$ cat src/rtl/vga_scan_compositor.sv
`default_nettype none
// ============================================================================
// Module      : vga_scan_compositor
// Description : VGA pixel-scan master. It generates the scan coordinates and
//               composites the sprite over the background onto
//               pipeline-aligned sync/RGB pins.
// Revision    : 1.0 - initial release
// ============================================================================
module vga_scan_compositor #(
    parameter int CLK_DIV   = 4,
    parameter int H_VISIBLE = 640,
    parameter int H_FRONT   = 16,
    parameter int H_SYNC    = 96,
    parameter int H_BACK    = 48,
    parameter int V_VISIBLE = 480,
    parameter int V_FRONT   = 10,
    parameter int V_SYNC    = 2,
    parameter int V_BACK    = 33
) (
    input  logic        CLK,
    input  logic        RST,
    output logic [9:0]  x,
    output logic [8:0]  y,
    input  logic        sprite_enable,
    input  logic [11:0] sprite_data,
    input  logic [11:0] bg_color,
    output logic        hsync,
    output logic        vsync,
    output logic [3:0]  vga_r,
    output logic [3:0]  vga_g,
    output logic [3:0]  vga_b,
    output logic        pixel_tick,
    output logic        frame_start
);

    localparam int c_div_w = (CLK_DIV > 2) ? $clog2(CLK_DIV) : 1;
    localparam int c_h_total = H_VISIBLE + H_FRONT + H_SYNC + H_BACK;
    localparam int c_v_total = V_VISIBLE + V_FRONT + V_SYNC + V_BACK;

    localparam logic [c_div_w-1:0] c_div_last = c_div_w'(CLK_DIV - 1);
    localparam logic [9:0] c_h_last     = 10'(c_h_total - 1);
    localparam logic [9:0] c_v_last     = 10'(c_v_total - 1);
    localparam logic [9:0] c_h_vis      = 10'(H_VISIBLE);
    localparam logic [9:0] c_v_vis      = 10'(V_VISIBLE);
    localparam logic [9:0] c_hs_first   = 10'(H_VISIBLE + H_FRONT);
    localparam logic [9:0] c_hs_last    = 10'(H_VISIBLE + H_FRONT + H_SYNC - 1);
    localparam logic [9:0] c_vs_first   = 10'(V_VISIBLE + V_FRONT);
    localparam logic [9:0] c_vs_last    = 10'(V_VISIBLE + V_FRONT + V_SYNC - 1);

    logic [c_div_w-1:0] r_div;
    logic [9:0]         r_h_count;
    logic [9:0]         r_v_count;
    logic               r_hsync;
    logic               r_vsync;
    logic [11:0]        r_rgb;
    logic               r_frame_start;

    logic w_tick;
    logic w_h_wrap;
    logic w_v_wrap;
    logic w_active;
    logic w_hs_n;
    logic w_vs_n;

    assign w_tick   = (r_div == c_div_last);
    assign w_h_wrap = (r_h_count == c_h_last);
    assign w_v_wrap = (r_v_count == c_v_last);

    // Decode of the coordinate currently on x/y; it reaches the pins one pixel later.
    assign w_active = (r_h_count < c_h_vis) && (r_v_count < c_v_vis);
    assign w_hs_n   = !((r_h_count >= c_hs_first) && (r_h_count <= c_hs_last));
    assign w_vs_n   = !((r_v_count >= c_vs_first) && (r_v_count <= c_vs_last));

    always_ff @(posedge CLK) begin
        if (RST) begin
            r_div <= '0;
        end else if (w_tick) begin
            r_div <= '0;
        end else begin
            r_div <= r_div + 1'b1;
        end
    end

    always_ff @(posedge CLK) begin
        if (RST) begin
            r_h_count <= 10'd0;
            r_v_count <= 10'd0;
        end else if (w_tick) begin
            if (w_h_wrap) begin
                r_h_count <= 10'd0;
                r_v_count <= w_v_wrap ? 10'd0 : r_v_count + 10'd1;
            end else begin
                r_h_count <= r_h_count + 10'd1;
            end
        end
    end

    // The sprite answer for the current coordinate has been stable since one CLK
    // after x/y moved, so sampling it on the next tick keeps RGB aligned with sync.
    always_ff @(posedge CLK) begin
        if (RST) begin
            r_hsync <= 1'b1;
            r_vsync <= 1'b1;
            r_rgb   <= 12'h000;
        end else if (w_tick) begin
            r_hsync <= w_hs_n;
            r_vsync <= w_vs_n;
            if (!w_active) begin
                r_rgb <= 12'h000;
            end else if (sprite_enable) begin
                r_rgb <= sprite_data;
            end else begin
                r_rgb <= bg_color;
            end
        end
    end

    // High for the single CLK in which the counters read (0,0) after a wrap.
    always_ff @(posedge CLK) begin
        if (RST) begin
            r_frame_start <= 1'b0;
        end else begin
            r_frame_start <= w_tick && w_h_wrap && w_v_wrap;
        end
    end

    assign x           = r_h_count;
    assign y           = r_v_count[8:0];
    assign hsync       = r_hsync;
    assign vsync       = r_vsync;
    assign vga_r       = r_rgb[11:8];
    assign vga_g       = r_rgb[7:4];
    assign vga_b       = r_rgb[3:0];
    assign pixel_tick  = w_tick;
    assign frame_start = r_frame_start;

endmodule
`default_nettype wire

$ cat config.mk
export PLATFORM = sky130hd
export DESIGN_NAME = vga_scan_compositor
export DESIGN_NICKNAME = d
export VERILOG_FILES = /design/src/rtl/vga_scan_compositor.sv
export SDC_FILE = /design/constraint.sdc
export NUM_CORES = 1
export LEC_CHECK = 0
export ABC_AREA = 1
export CORE_MARGIN = 5
export CORE_UTILIZATION = 40
export CTS_CLUSTER_SIZE = 28
export DETAILED_ROUTE_END_ITERATION = 16
export HOLD_SLACK_MARGIN = 0.02
export PLACE_DENSITY = 0.67
export SKIP_LAST_GASP = 1
export SLEW_MARGIN = 20
export SYNTH_ARGS = -nofsm -noshare
export SYNTH_HDL_FRONTEND = slang
export SYNTH_SLANG_ARGS = --single-unit
$ cat constraint.sdc
create_clock -name CLK -period 1.98 [get_ports CLK]
set_clock_uncertainty 0.15 [all_clocks]
set_input_delay 0.396 -clock CLK [delete_from_list [all_inputs] [get_ports CLK]]
set_output_delay 0.396 -clock CLK [all_outputs]
set_load 0.01 [all_outputs]
==> flow_metrics.py <==
metrics = {
    "status": {
        "status": "finished, final reports clean",
    },
    "sta": {
        "worst_pin_slew_ns": 0.282,
        "relSlewSlack": 0.811,
        "period_minus_slack_ns": 1.89,
        "period_share": 0.953,
        "fmax_mhz": 530,
        "maxSlewViolCount": 0,
        "rsz0062_at_grt": "no",
        "final_hold_viol_count": 0,
        "final.setup.tns_ns": 0,
        "setup-violations-final": 0,
    },
    "worst_setup_path": {
        "arrival_ns": 1.34,
        "crit_cells": 1,
        "path_max_fanout": 5,
        "path_cells": "clkdlybuf4s50_1",
        "slowest_delay_ns": 0.59,
        "crit_path_start": "x[6]$_SDFFE_PP0P_",
        "rrSetupSlack_ns": 0.30,
        "cpLargestDelayFamily": "buffers and inverters",
        "endpoint": "x[6]",
        "required_ns": 1.43,
        "critPathCaptureType": "output pin",
        "cp.buffers_inverters": 1,
        "slowest_stage": "clkdlybuf4s50_1",
        "crit_path_start_kind": "flip-flop",
        "crit_type": "reg2out",
        "r2r-end": "r_v_count[6]$_SDFFE_PP0P_",
        "rr_worst_depth": 9,
        "timing.rr.start": "x[1]$_SDFFE_PP0P_",
    },
    "power_and_ir_drop": {
        "p_comb_frac": 0.117,
        "power.density_nw_per_um2": 538,
        "power.internal_w": 0.00114,
        "peakVddDrop_v": 0.000348,
        "power_frac_seq": 0.526,
        "p_sw_w": 0.000330,
        "p_leak_nw": 1.10,
        "clkPwrFrac": 0.357,
        "swShare": 0.225,
    },
    "clock_network": {
        "clk-insertion-delay-late_ns": 0.28,
        "clock-sinks": 37,
        "cts_root_buf": "clkbuf_8",
        "cts_made_buffers": 5,
        "cts_tree": "done",
        "clk_pin_slew_ns": 0.07,
        "clockBufferDepth": 2,
        "cts_setup_buffers": 0,
        "htreeDepth": 2,
    },
    "grt": {
        "gr-total-overflow": 0,
        "grt_max_degree": 16,
        "grt_usage": 0.160,
        "grt_pass1_vias": 1712,
        "grt_pass1_wl_um": 8020,
        "antenna_found_initial": 0,
    },
    "detailed_routing": {
        "initialDrtViolationCount": 98,
        "drt_pre_antenna_iters": 4,
        "drc_errors": 0,
        "routedWlPerCell_um": 12.6,
        "totalWireLength_um": 4810,
        "via_per_inst": 4.72,
        "ant_nets": 0,
        "vias": 1808,
    },
    "floorplan": {
        "initial_core_util": 0.415,
        "die_w_um": 80.2,
        "die_h_um": 80.2,
        "rows": 25,
        "core_um2": 4750,
        "io_pins": 62,
        "dieArea_um2": 6430,
    },
    "synth": {
        "avgSynthCellArea_um2": 7.76,
        "synth_cells": 254,
        "ys_ff_latch": 37,
        "yosysWarningCount": 0,
        "yosysSeqAreaShare": 0.376,
        "synth_cell_types": 38,
        "syn-cell-area_um2": 1970,
        "syn-num-nets": 286,
    },
    "finish": {
        "syn2layout_area_growth_pct": 38.1,
        "insertedDiodeCount": 0,
        "final_area_um2": 2720,
        "nNetsFinal": 348,
        "drive_above_1_share": 0.123,
        "postLayoutCoreUtil": 0.573,
    },
    "placement": {
        "dp_hpwl_um": 3720,
        "placed_area_um2": 2640,
        "place_congestion": 0.815,
        "io_buffer_count": 61,
    },
    "run": {
        "drv_cap": 0,
    },
    "worst_hold_path": {
        "min_path_type": "reg2reg",
    },
}
[stage by stage]
stage	hold slack (ns)	total power [W]	cells	worst slack (ns)
floorplan	0.249	0.000859	254	0.365
global placement	0.260	0.000960	376	0.257
detailed placement	0.291	0.000962	376	0.218
CTS	0.301	0.00149	383	0.0523
global route	0.336	0.00154	383	0.0231
finish	0.296	0.00147	383	0.0934
[state kept, by name (all words and copies together), names as in the netlist]
signal	cells
r_rgb	12
r_v_count	10
hsync	1
frame_start	1
x	10
r_div	2
vsync	1
[cells in the final DEF (no fill, tap or decap), types with 5 or more instances in the layout]
cell type,Yosys,routed
a21oi_1,9,9
buf_4,10,9
clkbuf_8,0,6
clkdlybuf4s50_1,0,60
dfxtp_1,37,36
ha_1,5,5
inv_1,25,25
mux2i_1,12,12
nand2_1,40,40
nand3_1,24,24
nand4_1,6,6
nor2_1,23,23
o21ai_0,6,6
o21ai_1,11,11
xor2_1,5,5
[area by class of cell]
type	instances	area, um^2
flip-flops and latches	37	742
fillers	475	2030
clock buffers	7	86.3
inverters	30	116
well taps	67	83.8
multi-input cells	172	1020
repair buffers	70	677
[how the worst min path moves through the flow]
stage | start | end | slack, ns | cells past startpoint
2_1_floorplan | r_div[0]$_SDFF_PP0_ | r_div[0]$_SDFF_PP0_ | 0.25 | 1
3_3_place_gp | r_div[0]$_SDFF_PP0_ | r_div[0]$_SDFF_PP0_ | 0.26 | 1
3_5_place_dp | r_div[0]$_SDFF_PP0_ | r_div[0]$_SDFF_PP0_ | 0.29 | 1
4_1_cts | r_div[0]$_SDFF_PP0_ | r_div[0]$_SDFF_PP0_ | 0.30 | 1
5_1_grt | r_div[0]$_SDFF_PP0_ | r_div[0]$_SDFF_PP0_ | 0.34 | 1
6_report | r_div[0]$_SDFF_PP0_ | r_div[0]$_SDFF_PP0_ | 0.30 | 1
[power by group through the flow]
| stage | registers, W | clock network (W) | logic (W) |
|---|---|---|---|
| after floorplan | 0.000792 | 0 | 0.0000670 |
| after global placement | 0.000787 | 0 | 0.000173 |
| after detailed placement | 0.000787 | 0 | 0.000175 |
| after CTS | 0.000771 | 0.000541 | 0.000174 |
| after global routing | 0.000772 | 0.000581 | 0.000191 |
| final | 0.000771 | 0.000524 | 0.000172 |
[synth_stat cells]
master / instances / area share
nand4_1: 6 / 0.019
o21bai_1: 1 / 0.0038
nor4_1: 2 / 0.0063
xnor2_1: 1 / 0.0044
o21ai_0: 6 / 0.015
nor2_1: 23 / 0.044
buf_4: 10 / 0.038
xor2_1: 5 / 0.022
o21a_1: 1 / 0.0038
inv_4: 1 / 0.0032
and2_1: 1 / 0.0032
dfxtp_1: 37 / 0.38
a31oi_1: 1 / 0.0032
o21bai_2: 1 / 0.0057
nor2_8: 1 / 0.010
nand3_4: 1 / 0.0089
a21oi_2: 2 / 0.0089
mux2i_1: 12 / 0.061
buf_2: 2 / 0.0051
nand3b_1: 1 / 0.0038
nand2_1: 40 / 0.076
o21ai_2: 1 / 0.0044
clkbuf_1: 3 / 0.0057
o21ai_1: 11 / 0.028
inv_1: 25 / 0.048
nand2_2: 2 / 0.0063
nand3_2: 1 / 0.0051
inv_2: 2 / 0.0038
nor2_4: 4 / 0.023
o22ai_1: 1 / 0.0032
nand2_4: 2 / 0.011
a21oi_1: 9 / 0.023
nand3_1: 24 / 0.061
nor3_1: 3 / 0.0076
clkinv_1: 1 / 0.0019
clkinv_2: 1 / 0.0025
ha_1: 5 / 0.032
nor2_2: 4 / 0.013
[metal layers]
layer  routed length [um]  vias to the layer above  GRT usage
met5                    0                        -          0
met4                   60                        0     0.0608
met3                  243                        6     0.0437
met2                 2300                       48      0.248
met1                 2200                      806      0.211
li1                     -                      948          -
[cell families after synthesis]
family,share of synthesized area
flip-flops,0.376
buffers and inverters,0.108
XOR/XNOR,0.0266
AND/OR/NAND/NOR,0.298
multiplexers,0.0609
adder cells (fa/ha/maj),0.0317
AO/OA/AOI/OAI,0.0990
[what timing repair did]
action,CTS,global route
endpoints found under the setup margin,1,1
hold buffers,0,0
endpoints found under the hold margin,0,0
gates resized for setup,1,1
pin swaps,0,0
(Power assumes the default switching activity.)
